<file path="src/rtl/alu_arbiter.sv">
// Round-robin arbiter sharing one external combinational ALU between two requesters.
// Operands are captured on grant, executed for one cycle, and returned on a held response channel.
module alu_arbiter #(
  parameter int unsigned WIDTH    = 32,
  parameter int unsigned OP_WIDTH = 5
) (
  input  logic                clk,
  input  logic                rst,
  input  logic                req0_valid,
  output logic                req0_ready,
  input  logic [OP_WIDTH-1:0] req0_opcode,
  input  logic [WIDTH-1:0]    req0_a,
  input  logic [WIDTH-1:0]    req0_b,
  input  logic                req1_valid,
  output logic                req1_ready,
  input  logic [OP_WIDTH-1:0] req1_opcode,
  input  logic [WIDTH-1:0]    req1_a,
  input  logic [WIDTH-1:0]    req1_b,
  output logic [OP_WIDTH-1:0] alu_opcode,
  output logic [WIDTH-1:0]    alu_a,
  output logic [WIDTH-1:0]    alu_b,
  input  logic [WIDTH-1:0]    alu_out,
  output logic                rsp_valid,
  input  logic                rsp_ready,
  output logic                rsp_id,
  output logic [WIDTH-1:0]    rsp_data,
  output logic                rsp_err
);

  localparam logic [OP_WIDTH-1:0] OP_ADD = OP_WIDTH'(5'b00001);
  localparam logic [OP_WIDTH-1:0] OP_SUB = OP_WIDTH'(5'b10001);
  localparam logic [OP_WIDTH-1:0] OP_XOR = OP_WIDTH'(5'b01001);
  localparam logic [OP_WIDTH-1:0] OP_OR  = OP_WIDTH'(5'b01101);

  typedef enum logic [1:0] {
    IDLE = 2'd0,
    EXEC = 2'd1,
    RESP = 2'd2
  } state_t;

  state_t              state;
  state_t              state_next;
  logic                last_grant;
  logic                grant;
  logic                take;
  logic                legal;
  logic [OP_WIDTH-1:0] cap_op;
  logic [WIDTH-1:0]    cap_a;
  logic [WIDTH-1:0]    cap_b;
  logic                cap_id;

  // state register
  always_ff @(posedge clk) begin
    if (rst) begin
      state <= IDLE;
    end else begin
      state <= state_next;
    end
  end

  // grant selection, request handshake and next state
  always_comb begin
    state_next = state;
    grant      = 1'b0;
    req0_ready = 1'b0;
    req1_ready = 1'b0;
    case (state)
      IDLE: begin
        if (req0_valid && req1_valid) begin
          grant = ~last_grant;
        end else begin
          grant = req1_valid;
        end
        if (!rst) begin
          req0_ready = req0_valid && !grant;
          req1_ready = req1_valid && grant;
        end
        if (req0_ready || req1_ready) begin
          state_next = EXEC;
        end
      end
      EXEC: state_next = RESP;
      RESP: begin
        if (rsp_valid && rsp_ready) begin
          state_next = IDLE;
        end
      end
      default: state_next = IDLE;
    endcase
  end

  assign take = req0_ready || req1_ready;

  always_comb begin
    legal = 1'b0;
    case (cap_op)
      OP_ADD, OP_SUB, OP_XOR, OP_OR: legal = 1'b1;
      default: legal = 1'b0;
    endcase
  end

  // operand capture and response registers
  always_ff @(posedge clk) begin
    if (rst) begin
      last_grant <= 1'b1;
      cap_op     <= '0;
      cap_a      <= '0;
      cap_b      <= '0;
      cap_id     <= 1'b0;
      rsp_valid  <= 1'b0;
      rsp_id     <= 1'b0;
      rsp_data   <= '0;
      rsp_err    <= 1'b0;
    end else begin
      if (take) begin
        last_grant <= grant;
        cap_id     <= grant;
        cap_op     <= grant ? req1_opcode : req0_opcode;
        cap_a      <= grant ? req1_a : req0_a;
        cap_b      <= grant ? req1_b : req0_b;
      end
      if (state == EXEC) begin
        rsp_valid <= 1'b1;
        rsp_id    <= cap_id;
        rsp_err   <= ~legal;
        rsp_data  <= legal ? alu_out : '0;
      end else if (state == RESP && rsp_ready) begin
        rsp_valid <= 1'b0;
      end
    end
  end

  assign alu_opcode = cap_op;
  assign alu_a      = cap_a;
  assign alu_b      = cap_b;

endmodule

</file>
<file path="config.mk">
export PLATFORM = sky130hd
export DESIGN_NAME = alu_arbiter
export DESIGN_NICKNAME = d
export VERILOG_FILES = /design/src/rtl/alu_arbiter.sv
export SDC_FILE = /design/constraint.sdc
export NUM_CORES = 1
export LEC_CHECK = 0
export CORE_ASPECT_RATIO = 0.7
export CORE_MARGIN = 1.5
export CORE_UTILIZATION = 41
export CTS_BUF_LIST = sky130_fd_sc_hd__clkbuf_8 sky130_fd_sc_hd__clkbuf_16
export DETAILED_ROUTE_END_ITERATION = 8
export PLACE_DENSITY = 0.86
export SETUP_SLACK_MARGIN = 0.2
export SYNTH_ARGS = -nofsm -noshare
export SYNTH_HDL_FRONTEND = slang
export SYNTH_SLANG_ARGS = --single-unit
export TNS_END_PERCENT = 5
</file>
<file path="constraint.sdc">
create_clock -name clk -period 2.6 [get_ports clk]
set_clock_uncertainty 0.15 [all_clocks]
set_input_delay 0.78 -clock clk [delete_from_list [all_inputs] [get_ports clk]]
set_output_delay 0.78 -clock clk [all_outputs]
set_load 0.02 [all_outputs]
</file>
---- Yosys cells after proc, flatten, opt, wreduce, memory -nomap -nowiden ----
Cells that the tools add are included.
operators by class
  equal/unequal tests ..................... 8
  mux-type cells .......................... 19
  bitwise logic cells ..................... 2
  reduce and logical (&&, ||, !) cells .... 12
operators by type and width
  operator                                                         number
  32-bit 2-to-1 mux                                                3
  1-bit 2-to-1 mux                                                 12
  5-bit by 4-bit == test with 1-bit output, second input constant  2
  2-bit one-hot mux with 3 select lines                            1
  5-bit by 1-bit == test with 1-bit output, second input constant  1
  5-bit == test, second input constant                             1
  1-bit logical AND                                                5
  5-bit 2-to-1 mux                                                 1
  2-bit 2-to-1 mux                                                 2
  2-bit inequality test, second input constant                     2
  4-bit OR reduction                                               1
  2-bit by 1-bit == test with 1-bit output, second input constant  1
  2-bit == test, second input constant                             1
  2-bit zero test                                                  1
  1-bit logical OR                                                 2
  1-bit inverter                                                   2
  2-bit AND reduction                                              1
  2-bit nonzero test                                               1
  1-bit zero test                                                  1
storage, ports and cells
  register bits after elaboration ......... 108
  input bits .............................. 175
  output and inout bits ................... 106
  word-level logic and storage cells ...... 51

---- Longest topological paths before layout ----
  depth in word-level cells ............... 10
  mapped depth ............................ 5

---- Worst setup path before layout ----
Ideal clock, no wire load.
  kind .................................... input port to output port
  start point ............................. input req1_valid
  end point ............................... output req1_ready
  arrival ................................. 1.491 ns
  slack ................................... 0.179 ns
  cell stages on the path ................. 4
  path buffers ............................ 2
  cell sequence ........................... a21boi_2 buf_4 buf_4 and2_2
on the way
  cells in the longest elaborated chain, start to end .. 7
RTL lines
  element                             RTL line  source
  start, declared                     14        input logic req1_valid,
  1-bit logical AND                   69        if (req0_valid && req1_valid) begin
  1-bit 2-to-1 mux                    69
  1-bit 2-to-1 mux                    67        case (state)
  1-bit logical AND (*)               76        req1_ready = req1_valid && grant;
  1-bit 2-to-1 mux (*)                74        if (!rst) begin
  1-bit 2-to-1 mux (*) (2 in series)  67
  end, declared                       15        output logic req1_ready,
Mark *: on every way between the ends. The rest lies on a longest branch, timed or not. The select of a mux whose other input is x is not followed.

---- Final worst setup path ----
Ends and elaborated chain as after synthesis.

==> impl_metrics.tcl <==
set metrics [dict create \
    run_status "completed" \
    critical_path_peak_fanout 3 \
    global_route.usage.total_pct 23.24 \
    wl_per_cell_um 16.35 \
    h-tree-depth 3 \
    worstReg2RegEnd "alu_a[14]" \
    worst_vdd_rail_ir_drop_uv 354.8 \
    min_from "alu_b[8]" \
    hpwlAfterDp_um 10970 \
    regArea_mm2 0.002162 \
    fraction_of_synthesized_cell_area_in_xor_and_xnor_cells_pct 0 \
    timing.slew.headroom_pct 48.03 \
    clk_pin_slew_ns 0.06 \
    grt_start_max_net_pins 71 \
    power_density_mw_per_mm2 571.6 \
    tritoncts "done" \
    core_area_mm2 0.01125 \
    power_mw 4.540 \
    viasPerCell 5.087 \
    final_period_minus_worst_setup_slack_ns 2.390 \
    critical_path.slowest_cell "clkdlybuf4s15_1" \
    critPathTopFamily "buffers and inverters" \
    io_pins 281 \
    diodes 0 \
    path_cells "clkdlybuf4s15_1, a21boi_4, and2_4, buf_4" \
    worst_setup_path_endpoint "req1_ready" \
    timing.fmax_ghz 0.4185 \
    launch_point_of_the_worst_path "req1_valid" \
    grt_overflow_total 0 \
    detail_route.first_pass.iterations 4 \
    worst_r2r_path_depth 5 \
    syn-instance-count 481 \
    worstSkewPairLatency_ns 0.33 \
    worst-endpoint-arrival_ns 1.46 \
    place_inst 887 \
    timing.critical_path.buf_inv 2 \
    cellLeakagePower_nw 2.964 \
    synth-seq-area-share_pct 44.71 \
    required_worst_endpoint_ns 1.67 \
    setup_viol_count_final 0 \
    die_outline_area_mm2 0.01247 \
    critical_path.max_stage_delay_ns 0.22 \
    gpl.final_weighted_congestion 0.8602 \
    layout-drive-gt1-share_pct 5.992 \
    pre_cts_ws_ns -0.5949 \
    setup_tns_ns 0 \
    nNetsFinal 922 \
    grt_setup_unrepaired "true" \
    synth-simple-area-share_pct 14.18 \
    ys_ff_latch 108 \
    dieHeight_um 93.87 \
    synth.mux.area_fraction_pct 28.85 \
    synth-async-reset-ratio_pct 0 \
    setup.worst_path.end_class "primary output" \
    cts-buffers-inserted 9 \
    finalHoldViolCount 0 \
    synth_area_mm2 0.004836 \
    drt_first_iter_violations 191 \
    postSynth.topFlopCell "dfxtp_1" \
    hp-class "flop to flop" \
    die-width_um 132.8 \
    initial_utilization_pct 42.98 \
    main_combinational_cell_family_by_area_after_synthesis "multiplexers" \
    row_cnt 32 \
    io_buffer_count 280 \
    final_max_slew_viol_count 0 \
    fin_crit_sh_pct 91.91 \
    route.detailed.drc 0 \
    multi_input_area_mm2 0.002328 \
    synth_adder_area_share_pct 0 \
    worst_r2r_startpoint "last_grant" \
    crit_path_cell_count 4 \
    area_growth_syn_to_fin_pct 64.24 \
    grt_antenna_before_repair 0 \
    global_route_wire_length_before_repair_um 23040 \
    max-cap-violations 0 \
    path_class "primary input to primary output" \
    synth-compound-area-share_pct 4.554 \
    cts_root_buffer "clkbuf_16" \
    reg2reg_slack_ns 0.66 \
    fin_ws_ns 0.2104 \
    critical_path.startpoint_type "primary input" \
    finish.cell_count_without_fillers 904 \
    synth_nets 656 \
    filler_cell_count 830 \
    via_count 4599 \
    finalWirelength_um 14780 \
    yosys.cell_types.count 28 \
    clock_tree.buffer_depth 2 \
    first_global_vias 4632 \
    drtAntennaViolNets 0 \
    postSynthAreaPerCell_um2 10.05 \
    synth_warnings 0 \
    synth-edff-count 0 \
    clock_sinks 108 \
    tightestPinTransition_ns 0.7796 \
]
==> final cells by class <==
class	count	area share [%]
multi-input combinational	330	29.32
sequential	108	27.22
timing repair buffer	297	37.54
tap	153	2.410
clock buffer	10	3.009
inverter	1	0.04726
clock inverter	5	0.4568
==> stage by stage <==
| stage | area [um^2] | util (%) | hold WS (ns) |
|---|---|---|---|
| 2_1_floorplan | 4837 | - | 0.2816 |
| 3_3_place_gp | 7641 | 67.92 | 0.2888 |
| 3_5_place_dp | 7641 | 67.92 | 0.2970 |
| 4_1_cts | 7940 | 70.57 | 0.3067 |
| 5_1_grt | 7943 | 70.60 | 0.3256 |
| 6_report | 7943 | 70.60 | 0.3040 |
==> where the power goes <==
group	leakage [nW]	switching [mW]	internal, mW
clock	0.133	0.602	0.675
sequential	0.888	0.0950	1.82
combinational	1.94	0.628	0.723
==> tightest hold or removal path: stages, from the launching register on <==
cell and delay [ns]:
dfxtp_1 0.31, nand2_1 0.05, mux2i_1 0.05
==> Yosys cell counts, types with 2 or more instances <==
cell	number	area share, %
clkbuf_1	13	1.0
buf_12	8	3.3
buf_6	7	1.6
buf_4	5	0.78
nor2_1	4	0.31
nand2_1	105	8.2
nand2b_1	2	0.26
nand3b_1	2	0.31
dfxtp_1	108	45
mux2i_1	138	29
a21oi_1	34	3.5
buf_2	8	0.83
nand4_1	32	4.1
==> cells in the final DEF, fill, tap and decap left out <==
| cell type | Yosys | routed |
|---|---|---|
| nor3_4 | 0 | 1 |
| nor2b_2 | 0 | 1 |
| inv_2 | 1 | 1 |
| o21a_4 | 0 | 1 |
| mux2i_2 | 1 | 1 |
| a21boi_4 | 0 | 1 |
| buf_2 | 8 | 1 |
| buf_6 | 7 | 1 |
| mux2i_1 | 138 | 138 |
| dfxtp_1 | 108 | 108 |
| clkdlybuf4s15_1 | 0 | 1 |
| clkinvlp_4 | 0 | 2 |
| and2b_2 | 1 | 1 |
| a22oi_1 | 1 | 1 |
| and3_4 | 0 | 1 |
| inv_1 | 0 | 1 |
| o311ai_0 | 1 | 1 |
| buf_12 | 8 | 4 |
| a311oi_1 | 1 | 1 |
| clkdlybuf4s50_1 | 0 | 275 |
| o21ai_1 | 1 | 1 |
| nand2_1 | 105 | 105 |
| and2_4 | 0 | 1 |
| clkdlybuf4s15_2 | 0 | 1 |
| buf_4 | 5 | 13 |
| nor2_1 | 4 | 4 |
| nand3b_1 | 2 | 2 |
| nand2b_1 | 2 | 2 |
| clkbuf_16 | 0 | 9 |
| or3b_2 | 1 | 1 |
| inv_6 | 0 | 2 |
| nand4_1 | 32 | 32 |
| clkbuf_8 | 0 | 2 |
| a21oi_1 | 34 | 34 |
==> routing by layer <==
| layer | up-vias | GRT usage [%] | wire length, um |
|---|---|---|---|
| met5 | - | 0 | 0 |
| met4 | 0 | 8.516 | 458 |
| met3 | 33 | 5.987 | 955 |
| met2 | 206 | 43.19 | 7541 |
| met1 | 2153 | 25.75 | 5826 |
| li1 | 2207 | - | - |
==> flip-flops by register name, indices dropped and copies added, names as in the netlist, 2 cells and up <==
register and count:
rsp_data 32, alu_b 32, alu_a 32, alu_opcode 5, state 2
==> timing repair <==
action,4_1_cts,5_1_grt
setup buffers,2,0
setup endpoints to repair,72,10
hold buffers,0,0
pin swaps,2,0
resized for setup,23,1
==> how the worst min path moves through the flow <==
| stage | to | slack [ns] | cells after the start |
|---|---|---|---|
| after CTS | rsp_data[22] | 0.31 | 2 |
| after detailed placement | rsp_data[22] | 0.30 | 2 |
| after global routing | rsp_data[31] | 0.33 | 2 |
| final | alu_b[8] | 0.30 | 2 |
| after floorplan | rsp_id | 0.28 | 2 |
| after global placement | rsp_id | 0.29 | 2 |
==> logic make-up (layout without fill, tap and decap cells) <==
kind of cell / after synthesis / after routing
multiplexers: 139 / 139
flip-flops: 108 / 108
AND/OR/NAND/NOR: 151 / 151
buffers and inverters: 43 / 313
AO/OA/AOI/OAI: 40 / 40
No activity file was read; power rests on OpenSTA's default activity.
